**src/rtl/arm_pipe_pkg.sv**
```systemverilog
// Shared definitions for the ARM pipeline datapath.
//   - Addressing-mode encodings consumed by the EX shifter/sign-extender.
//   - PC_REG: register index that is never forwarded; decode supplies PC+8 for it.
//   - ALU opcode constants (ARM data-processing encoding).
//   - ex_ctrl_t and EX_CTRL_BUBBLE: the ID/EX control bundle and its all-zero bubble value.
package arm_pipe_pkg;

  localparam int unsigned PC_REG = 15;

  typedef enum logic [1:0] {
    AM_IMM32     = 2'b00,
    AM_SHIFT_REG = 2'b01,
    AM_IMM12     = 2'b10,
    AM_REG       = 2'b11
  } am_e;

  localparam logic [3:0] ALU_AND = 4'h0;
  localparam logic [3:0] ALU_EOR = 4'h1;
  localparam logic [3:0] ALU_SUB = 4'h2;
  localparam logic [3:0] ALU_RSB = 4'h3;
  localparam logic [3:0] ALU_ADD = 4'h4;
  localparam logic [3:0] ALU_ADC = 4'h5;
  localparam logic [3:0] ALU_SBC = 4'h6;
  localparam logic [3:0] ALU_RSC = 4'h7;
  localparam logic [3:0] ALU_TST = 4'h8;
  localparam logic [3:0] ALU_TEQ = 4'h9;
  localparam logic [3:0] ALU_CMP = 4'hA;
  localparam logic [3:0] ALU_CMN = 4'hB;
  localparam logic [3:0] ALU_ORR = 4'hC;
  localparam logic [3:0] ALU_MOV = 4'hD;
  localparam logic [3:0] ALU_BIC = 4'hE;
  localparam logic [3:0] ALU_MVN = 4'hF;

  typedef struct packed {
    logic        valid;
    logic [3:0]  alu_op;
    logic        s;
    logic        load;
    logic        store;
    logic        rf_we;
    logic [11:0] imm;
    logic [1:0]  am;
  } ex_ctrl_t;

  // A bubble carries no side effects: invalid and every control bit low.
  localparam ex_ctrl_t EX_CTRL_BUBBLE = '0;

endpackage

```
**src/rtl/fwd_mux.sv**
```systemverilog
// Forwarding mux for one register source operand.
//   addr, use_src, rf_data      : source index, read flag and register-file data
//   ex_*/mem_*/wb_*             : in-flight destination, write enable and result per stage
//   ex_is_load                  : EX producer is a load (its result is not ready yet)
//   data                        : resolved operand (EX > MEM > WB > register file)
//   ex_load_hit                 : source depends on the load in EX; caller must stall
module fwd_mux
  import arm_pipe_pkg::*;
#(
  parameter int unsigned DATA_W  = 32,
  parameter int unsigned RADDR_W = 4,
  parameter int unsigned PC_IDX  = PC_REG
) (
  input  logic [RADDR_W-1:0] addr,
  input  logic               use_src,
  input  logic [DATA_W-1:0]  rf_data,
  input  logic [RADDR_W-1:0] ex_rd,
  input  logic               ex_we,
  input  logic               ex_is_load,
  input  logic [DATA_W-1:0]  ex_data,
  input  logic [RADDR_W-1:0] mem_rd,
  input  logic               mem_we,
  input  logic [DATA_W-1:0]  mem_data,
  input  logic [RADDR_W-1:0] wb_rd,
  input  logic               wb_we,
  input  logic [DATA_W-1:0]  wb_data,
  output logic [DATA_W-1:0]  data,
  output logic               ex_load_hit
);

  localparam logic [RADDR_W-1:0] PcAddr = RADDR_W'(PC_IDX);

  logic fwd_ok;
  logic hit_ex, hit_mem, hit_wb;

  // The PC read always comes from decode (PC+8), never from a producer.
  assign fwd_ok  = use_src & (addr != PcAddr);
  assign hit_ex  = fwd_ok & ex_we  & (ex_rd  == addr);
  assign hit_mem = fwd_ok & mem_we & (mem_rd == addr);
  assign hit_wb  = fwd_ok & wb_we  & (wb_rd  == addr);

  assign ex_load_hit = hit_ex & ex_is_load;

  // A load hit in EX falls through to older stages; the stage bubbles anyway.
  always_comb begin
    data = rf_data;
    if (hit_ex && !ex_is_load) begin
      data = ex_data;
    end else if (hit_mem) begin
      data = mem_data;
    end else if (hit_wb) begin
      data = wb_data;
    end
  end

endmodule

```
**src/rtl/id_ex_operand_stage.sv**
```systemverilog
// ID/EX pipeline register with operand forwarding and load-use stall.
//   Inputs : decode slot (id_*), in-flight producers (ex_*/mem_*/wb_*), flush.
//   Outputs: stall (combinational), registered operands ex_rn/ex_rm/ex_rdv, destination
//            ex_rd_addr, pass-through ex_i/ex_am, control bits ex_valid/alu_op/s/load/
//            store/rf_we.
// Reset is synchronous and active-high; a stall, a flush or an empty decode slot latch a
// fully zeroed bubble.
module id_ex_operand_stage
  import arm_pipe_pkg::*;
#(
  parameter int unsigned DATA_W  = 32,
  parameter int unsigned RADDR_W = 4,
  parameter int unsigned PC_REG  = arm_pipe_pkg::PC_REG
) (
  input  logic               clk,
  input  logic               reset,
  input  logic               id_valid,
  input  logic [RADDR_W-1:0] id_rn_addr,
  input  logic [RADDR_W-1:0] id_rm_addr,
  input  logic [RADDR_W-1:0] id_rd_addr,
  input  logic               id_use_rn,
  input  logic               id_use_rm,
  input  logic               id_use_rd,
  input  logic [DATA_W-1:0]  id_rn_data,
  input  logic [DATA_W-1:0]  id_rm_data,
  input  logic [DATA_W-1:0]  id_rd_data,
  input  logic [11:0]        id_i,
  input  logic [1:0]         id_am,
  input  logic [3:0]         id_alu_op,
  input  logic               id_s,
  input  logic               id_load,
  input  logic               id_store,
  input  logic               id_rf_we,
  input  logic [RADDR_W-1:0] ex_rd,
  input  logic [RADDR_W-1:0] mem_rd,
  input  logic [RADDR_W-1:0] wb_rd,
  input  logic               ex_we,
  input  logic               mem_we,
  input  logic               wb_we,
  input  logic               ex_is_load,
  input  logic [DATA_W-1:0]  ex_fwd_data,
  input  logic [DATA_W-1:0]  mem_fwd_data,
  input  logic [DATA_W-1:0]  wb_fwd_data,
  input  logic               flush,
  output logic               stall,
  output logic               ex_valid,
  output logic [DATA_W-1:0]  ex_rn,
  output logic [DATA_W-1:0]  ex_rm,
  output logic [DATA_W-1:0]  ex_rdv,
  output logic [RADDR_W-1:0] ex_rd_addr,
  output logic [11:0]        ex_i,
  output logic [1:0]         ex_am,
  output logic [3:0]         ex_alu_op,
  output logic               ex_s,
  output logic               ex_load,
  output logic               ex_store,
  output logic               ex_rf_we
);

  logic [DATA_W-1:0] rn_fwd, rm_fwd, rd_fwd;
  logic              rn_ld_hit, rm_ld_hit, rd_ld_hit;
  logic              capture;

  fwd_mux #(.DATA_W(DATA_W), .RADDR_W(RADDR_W), .PC_IDX(PC_REG)) u_fwd_rn (
    .addr        (id_rn_addr),
    .use_src     (id_use_rn),
    .rf_data     (id_rn_data),
    .ex_rd       (ex_rd),
    .ex_we       (ex_we),
    .ex_is_load  (ex_is_load),
    .ex_data     (ex_fwd_data),
    .mem_rd      (mem_rd),
    .mem_we      (mem_we),
    .mem_data    (mem_fwd_data),
    .wb_rd       (wb_rd),
    .wb_we       (wb_we),
    .wb_data     (wb_fwd_data),
    .data        (rn_fwd),
    .ex_load_hit (rn_ld_hit)
  );

  fwd_mux #(.DATA_W(DATA_W), .RADDR_W(RADDR_W), .PC_IDX(PC_REG)) u_fwd_rm (
    .addr        (id_rm_addr),
    .use_src     (id_use_rm),
    .rf_data     (id_rm_data),
    .ex_rd       (ex_rd),
    .ex_we       (ex_we),
    .ex_is_load  (ex_is_load),
    .ex_data     (ex_fwd_data),
    .mem_rd      (mem_rd),
    .mem_we      (mem_we),
    .mem_data    (mem_fwd_data),
    .wb_rd       (wb_rd),
    .wb_we       (wb_we),
    .wb_data     (wb_fwd_data),
    .data        (rm_fwd),
    .ex_load_hit (rm_ld_hit)
  );

  fwd_mux #(.DATA_W(DATA_W), .RADDR_W(RADDR_W), .PC_IDX(PC_REG)) u_fwd_rd (
    .addr        (id_rd_addr),
    .use_src     (id_use_rd),
    .rf_data     (id_rd_data),
    .ex_rd       (ex_rd),
    .ex_we       (ex_we),
    .ex_is_load  (ex_is_load),
    .ex_data     (ex_fwd_data),
    .mem_rd      (mem_rd),
    .mem_we      (mem_we),
    .mem_data    (mem_fwd_data),
    .wb_rd       (wb_rd),
    .wb_we       (wb_we),
    .wb_data     (wb_fwd_data),
    .data        (rd_fwd),
    .ex_load_hit (rd_ld_hit)
  );

  // Flush wins: holding fetch for an instruction being killed would be pointless.
  assign stall   = id_valid & ~flush & (rn_ld_hit | rm_ld_hit | rd_ld_hit);
  assign capture = id_valid & ~stall & ~flush;

  ex_ctrl_t          ctrl_d, ctrl_q;
  logic [DATA_W-1:0] rn_d, rn_q, rm_d, rm_q, rdv_d, rdv_q;
  logic [RADDR_W-1:0] rd_addr_d, rd_addr_q;

  always_comb begin
    ctrl_d    = EX_CTRL_BUBBLE;
    rn_d      = '0;
    rm_d      = '0;
    rdv_d     = '0;
    rd_addr_d = '0;
    if (capture) begin
      ctrl_d.valid  = 1'b1;
      ctrl_d.alu_op = id_alu_op;
      ctrl_d.s      = id_s;
      ctrl_d.load   = id_load;
      ctrl_d.store  = id_store;
      ctrl_d.rf_we  = id_rf_we;
      ctrl_d.imm    = id_i;
      ctrl_d.am     = id_am;
      rn_d          = rn_fwd;
      rm_d          = rm_fwd;
      rdv_d         = rd_fwd;
      rd_addr_d     = id_rd_addr;
    end
  end

  always_ff @(posedge clk) begin
    if (reset) begin
      ctrl_q    <= EX_CTRL_BUBBLE;
      rn_q      <= '0;
      rm_q      <= '0;
      rdv_q     <= '0;
      rd_addr_q <= '0;
    end else begin
      ctrl_q    <= ctrl_d;
      rn_q      <= rn_d;
      rm_q      <= rm_d;
      rdv_q     <= rdv_d;
      rd_addr_q <= rd_addr_d;
    end
  end

  assign ex_valid   = ctrl_q.valid;
  assign ex_alu_op  = ctrl_q.alu_op;
  assign ex_s       = ctrl_q.s;
  assign ex_load    = ctrl_q.load;
  assign ex_store   = ctrl_q.store;
  assign ex_rf_we   = ctrl_q.rf_we;
  assign ex_i       = ctrl_q.imm;
  assign ex_am      = ctrl_q.am;
  assign ex_rn      = rn_q;
  assign ex_rm      = rm_q;
  assign ex_rdv     = rdv_q;
  assign ex_rd_addr = rd_addr_q;

endmodule

```
**config.mk**
```make
export PLATFORM = sky130hd
export DESIGN_NAME = id_ex_operand_stage
export DESIGN_NICKNAME = d
export VERILOG_FILES = /design/src/rtl/arm_pipe_pkg.sv /design/src/rtl/fwd_mux.sv /design/src/rtl/id_ex_operand_stage.sv
export SDC_FILE = /design/constraint.sdc
export NUM_CORES = 1
export LEC_CHECK = 0
export CORE_MARGIN = 5
export CORE_UTILIZATION = 40
export DETAILED_ROUTE_END_ITERATION = 16
export GPL_TIMING_DRIVEN = 0
export PLACE_DENSITY_LB_ADDON = 0.05
export SLEW_MARGIN = 15
export SYNTH_ARGS = -nofsm -noshare
export SYNTH_HDL_FRONTEND = slang
export SYNTH_SLANG_ARGS = --single-unit
export TNS_END_PERCENT = 10
```
**constraint.sdc**
```tcl
create_clock -name clk -period 2.5 [get_ports clk]
set_input_delay 0.5 -clock clk [delete_from_list [all_inputs] [get_ports clk]]
set_output_delay 0.5 -clock clk [all_outputs]
set_load 0.05 [all_outputs]
```
* Yosys cells after proc, flatten, opt, wreduce, memory -nomap -nowiden
Cells that the tools add are included.
Cells by class: equality and inequality tests 12, muxes and demuxes 10, bitwise logic cells 33, reduce and logical (&&, ||, !) cells 5
Operator list (number):
- $mux W32 | 9
- $eq A4 B4 Y1 | 9
- $and A1 B1 Y1 | 28
- $mux W23 | 1
- $ne A4 B4 Y1 const B | 3
- $logic_and A1 B1 Y1 | 3
- $not A1 Y1 | 3
- $or A1 B1 Y1 | 2
- $reduce_or A2 Y1 | 1
- $logic_not A1 Y1 | 1
Storage, ports and cells: bits in registers 123, input bits 249, output and inout port bits 124, word-level logic and storage cells 72

* Logic depth before layout (Yosys ltp)
depth after elaboration 13, mapped depth 9, gate-level depth less buffers 5

* By module
A second synthesis with hierarchy kept.
Second synthesis, totals: cells, all modules 983, area total of the unflattened synthesis 9375.2 µm²
By module, submodules not included:
- fwd_mux | times used 3, cells an instance 190, area an instance 1672.9 µm², sequential area each 0.0 µm²
- id_ex_operand_stage | times used 1, cells an instance 413, area an instance 4356.7 µm², sequential area each 2462.4 µm²

* Least setup slack after synthesis
Ideal clock, no wire load.
path kind input-to-output, start point in id_rn_addr[2], end point out stall, arrival 2.738 ns, path slack -0.738 ns, stages on the path 5, buffers on the path 0, cell sequence and4_1 > nand2b_1 > nor3_1 > nor3_1 > nor4bb_1
On the way: word-level cells in the longest chain between the ends 8, elaborated cells on any way between the ends 9
Ends and longest elaborated chain:
- start, declared | RTL line id_ex_operand_stage.sv:18 | input logic [RADDR_W-1:0] id_rn_addr,
- $ne A4 B4 Y1 | RTL line fwd_mux.sv:37 | assign fwd_ok = use_src & (addr != PcAddr);
- $and A1 B1 Y1 | RTL line fwd_mux.sv:37
- $and A1 B1 Y1 | RTL line fwd_mux.sv:38 | assign hit_ex = fwd_ok & ex_we & (ex_rd == addr);
- $and A1 B1 Y1 * | RTL line fwd_mux.sv:38
- $and A1 B1 Y1 * | RTL line fwd_mux.sv:42 | assign ex_load_hit = hit_ex & ex_is_load;
- $or A1 B1 Y1 * (2 in series) | RTL line id_ex_operand_stage.sv:119 | assign stall = id_valid & ~flush & (rn_ld_hit | rm_ld_hit | rd_ld_hit);
- $and A1 B1 Y1 * | RTL line id_ex_operand_stage.sv:119
- end, declared | RTL line id_ex_operand_stage.sv:45 | output logic stall,
Every way passes the cells marked *; elsewhere a longest branch is shown, timed or not.

* Final worst setup path
start point in ex_is_load, end point reg rdv_q[18] (netlist: ex_rdv[18])
On the way: word-level cells in the longest chain between the ends 9, elaborated cells on any way between the ends 14
Ends and longest elaborated chain:
- start, declared | RTL line id_ex_operand_stage.sv:40 | input logic ex_is_load,
- $and A1 B1 Y1 | RTL line fwd_mux.sv:42
- $or A1 B1 Y1 (2 in series) | RTL line id_ex_operand_stage.sv:119
- $and A1 B1 Y1 | RTL line id_ex_operand_stage.sv:119
- $not A1 Y1 | RTL line id_ex_operand_stage.sv:120 | assign capture = id_valid & ~stall & ~flush;
- $and A1 B1 Y1 (2 in series) | RTL line id_ex_operand_stage.sv:120
- $not A1 Y1 (no line)
- $reduce_or A2 Y1 (no line)
- end signal, assigned | RTL line id_ex_operand_stage.sv:159 | rdv_q <= rdv_d;
- end, declared | RTL line id_ex_operand_stage.sv:123 | logic [DATA_W-1:0] rn_d, rn_q, rm_d, rm_q, rdv_d, rdv_q;
Several ways; a longest one is shown, not always the timed one. A chain may end at the register's enable or synchronous reset.

==> reports/results.txt <==
largest family of logic cells by synthesized area: compound AO/OA/AOI/OAI gates
Gate power share: 26.3%
Final GP Congestion: 0.952
largest fanout on the critical path: 10
worst path cell trace: clkdlybuf4s50_1, nor4_2, clkbuf_1, nand2_1, a211oi_2
Die Y: 152 um
IO Pins: 373
Post-Synth Adder-Cell Area: 0%
FF+latch count, synth: 123
final instance area: 13,100 um^2
Routed Antenna Nets: 0
maxcap violations: 0
mean area per synthesized cell: 8.44 um^2
Least-Margin Pin Slew: 0.855 ns
clk slew on worst S/H paths: 0.06 ns
status: complete, but fails checks
gr ovfl total: 0
Num Clock Sinks: 123
worst hold start: id_rd_addr[2]
Synth Area in Simple Gates: 26.2%
routed vias/inst: 6.10
CTS Buf Count: 17
die width: 152 um
pre-CTS WS: -1.04 ns
Worst Hold Class: in2reg
post-synth cell types: 33
Tmin final: 2.59 ns
Slowest-stage cell, CP: nor4_2
Hold Crit Endpoint: ex_rd_addr[2]
Clock Path Buffers: 2
WP data required: 2.83 ns
XOR/XNOR share of the synthesized area: 3.93%
PortBufs: 370
Synth top area share: 30.7%
fraction of power consumed by the clock network: 41.1%
Final WS setup: -0.0865 ns
Lkg Pwr: 4.86 nW
Synth Instances: 951
post-synthesis mux area share: 0%
switching part of the total: 31.6%
slowest stage delay, CP: 0.76 ns
most frequent cells in the layout: 353 x clkdlybuf4s50_1, 123 x dfxtp_1, 97 x nand2_1
initial antenna violation count: 3
share of layout cells above drive strength 1: 15.4%
PwrDens: 478 nW/um^2
register share of total power: 32.6%
DRC: 0
WL per Instance: 24.7 um
failing checks: negative setup slack
compound-cell area share of the yosys netlist: 31.3%
crit path capture type: flop
Hold-fix buffers, CTS: 0
Final Setup Violations: 16
Mapped Area: 8030 um^2
Post-DP Area: 12,100 um^2
Total Die Area: 23,000 um^2
Total GRT Usage: 33.4%
Core Region: 19,600 um^2
number of global-route vias before repair: 9,752
dpl hpwl: 29,800 um
Nets: 1,607
Layout area overhead: 63.0%
Psw: 1.98 mW
post-synth net total: 1,200
Slew Limit Fails: 0
H-tree depth: 4
fin crit share: 103%
post-synth top area cell: dfxtp_1
slew margin rel.: 43.0%
DRT iter0 DRCs: 1,235
register area share after synthesis: 30.7%
clock tree from TritonCTS: done
Row Count: 51
yosys warns: 0
Clock Tree Root: clkbuf_16
most common cell after layout, fill and taps aside: clkdlybuf4s50_1
Cell Int Power: 4.27 mW
Synth area leaders: dfxtp_1 31%, o311ai_1 10%, a21boi_0 9.0%
Hold Path Depth: 2
largest net degree at the start of global routing: 17
Final Hold Fails: 0
FILL cells: 1,689
Hold Worst Slack: 0.432 ns
Worst setup SP type: input port
first-pass GRT wire length: 58,200 um
vias: 9,985
FMAX: 0.387 GHz
Worst VDD drop: 481 uV
WS Path Type: in2reg
Initial Util: 41.0%
overall routed net length: 40,400 um
RSZ-0062 raised after global routing: true
DR pass1 iterations: 6
WP data arrival: 2.92 ns
## critical path: cells and delay by family
family                 cells  cell delay, ns
buffers and inverters      2            1.23
and+or+nand+nor            2            0.90
AOI/OAI and AO/OA          1            0.28
## cells in the mapped netlist
cell type	n
o311ai_0	4
and2_1	3
buf_1	2
or3b_2	1
or4_1	3
nor4_2	5
o311ai_1	92
nor3_1	6
and3_1	96
buf_2	13
nand4_1	1
nor3b_2	26
inv_1	36
a211oi_1	53
nor3_2	3
nand2_1	101
xnor2_1	13
nor4_4	3
xor2_1	23
a21boi_0	96
clkbuf_1	89
nand2b_1	1
nand2b_2	1
dfxtp_1	123
o31a_1	1
and4_1	2
a211oi_2	43
nand3_1	99
nor2_1	1
a41oi_1	1
and4_4	1
buf_6	8
nor4bb_1	1
## metal layers
metal | part of all wire [%] | vias to the layer above | global-route usage (%)
met1 | 37 | 4712 | 41.6
met2 | 47 | 733 | 54.2
li1 | - | 4404 | -
met4 | 4.2 | 2 | 13.9
met5 | 0.045 | - | 0
met3 | 12 | 134 | 9.37
## through the flow
stage	instances	util (%)	setup TNS, ns	power (mW)
final	1638	66.8	-0.720	6.25
after global routing	1638	66.8	-2.96	6.41
after CTS	1632	65.9	-0.106	6.17
after detailed placement	1586	61.7	-72.95	3.59
after global placement	1586	61.6	-79.43	3.58
after floorplan	951	-	0	2.81
## timing repair
action                     in CTS  in global routing
gates resized for setup        45                 73
setup buffers                  14                  4
setup endpoints to repair      97                 95
pin swaps                      11                  5
gates cloned                    0                  0
## cell type report
type / count / area (um^2) / share of cell area, %
diodes: 2 / 5.00 / 0.0383
plain buffers: 112 / 515 / 3.94
clock buffers: 20 / 457 / 3.49
clock inverters: 12 / 141 / 1.08
inverters: 36 / 135 / 1.03
multi-input cells: 680 / 5190 / 39.7
flip-flops and latches: 123 / 2460 / 18.8
well taps: 265 / 332 / 2.54
repair buffers: 388 / 3840 / 29.4
## worst max path at each step
stage / from / end / slack [ns] / depth (start not counted)
2_1_floorplan: id_rn_addr[2] / stall / 0.10 / 5
3_3_place_gp: id_rd_addr[3] / stall / -1.07 / 7
3_5_place_dp: id_rd_addr[3] / stall / -1.04 / 7
4_1_cts: id_rd_addr[3] / stall / -0.10 / 7
5_1_grt: flush / ex_rdv[24] / -0.12 / 6
6_report: ex_is_load / ex_rdv[18] / -0.09 / 5
## logic make-up (layout without fill, tap and decap cells)
family	Yosys count	in the layout
flops	123	123
other cells	0	2
simple gates	354	354
compound gates	290	290
xor+xnor	36	36
buf+inv	148	568
## sequential cells by signal (all words and copies together), names as in the netlist
register,count
ex_alu_op,4
ex_am,2
ex_i,12
ex_load,1
ex_rd_addr,4
ex_rdv,32
ex_rf_we,1
ex_rm,32
ex_rn,32
ex_s,1
ex_store,1
ex_valid,1
## power by group through the flow
| stage | clock [mW] | combinational (mW) | sequential (mW) |
|---|---|---|---|
| after floorplan | 0 | 0.515 | 2.29 |
| after global placement | 0 | 1.51 | 2.08 |
| after detailed placement | 0 | 1.51 | 2.08 |
| after CTS | 2.58 | 1.56 | 2.04 |
| after global routing | 2.67 | 1.70 | 2.04 |
| final | 2.57 | 1.64 | 2.04 |
(Power assumes the default switching activity.)
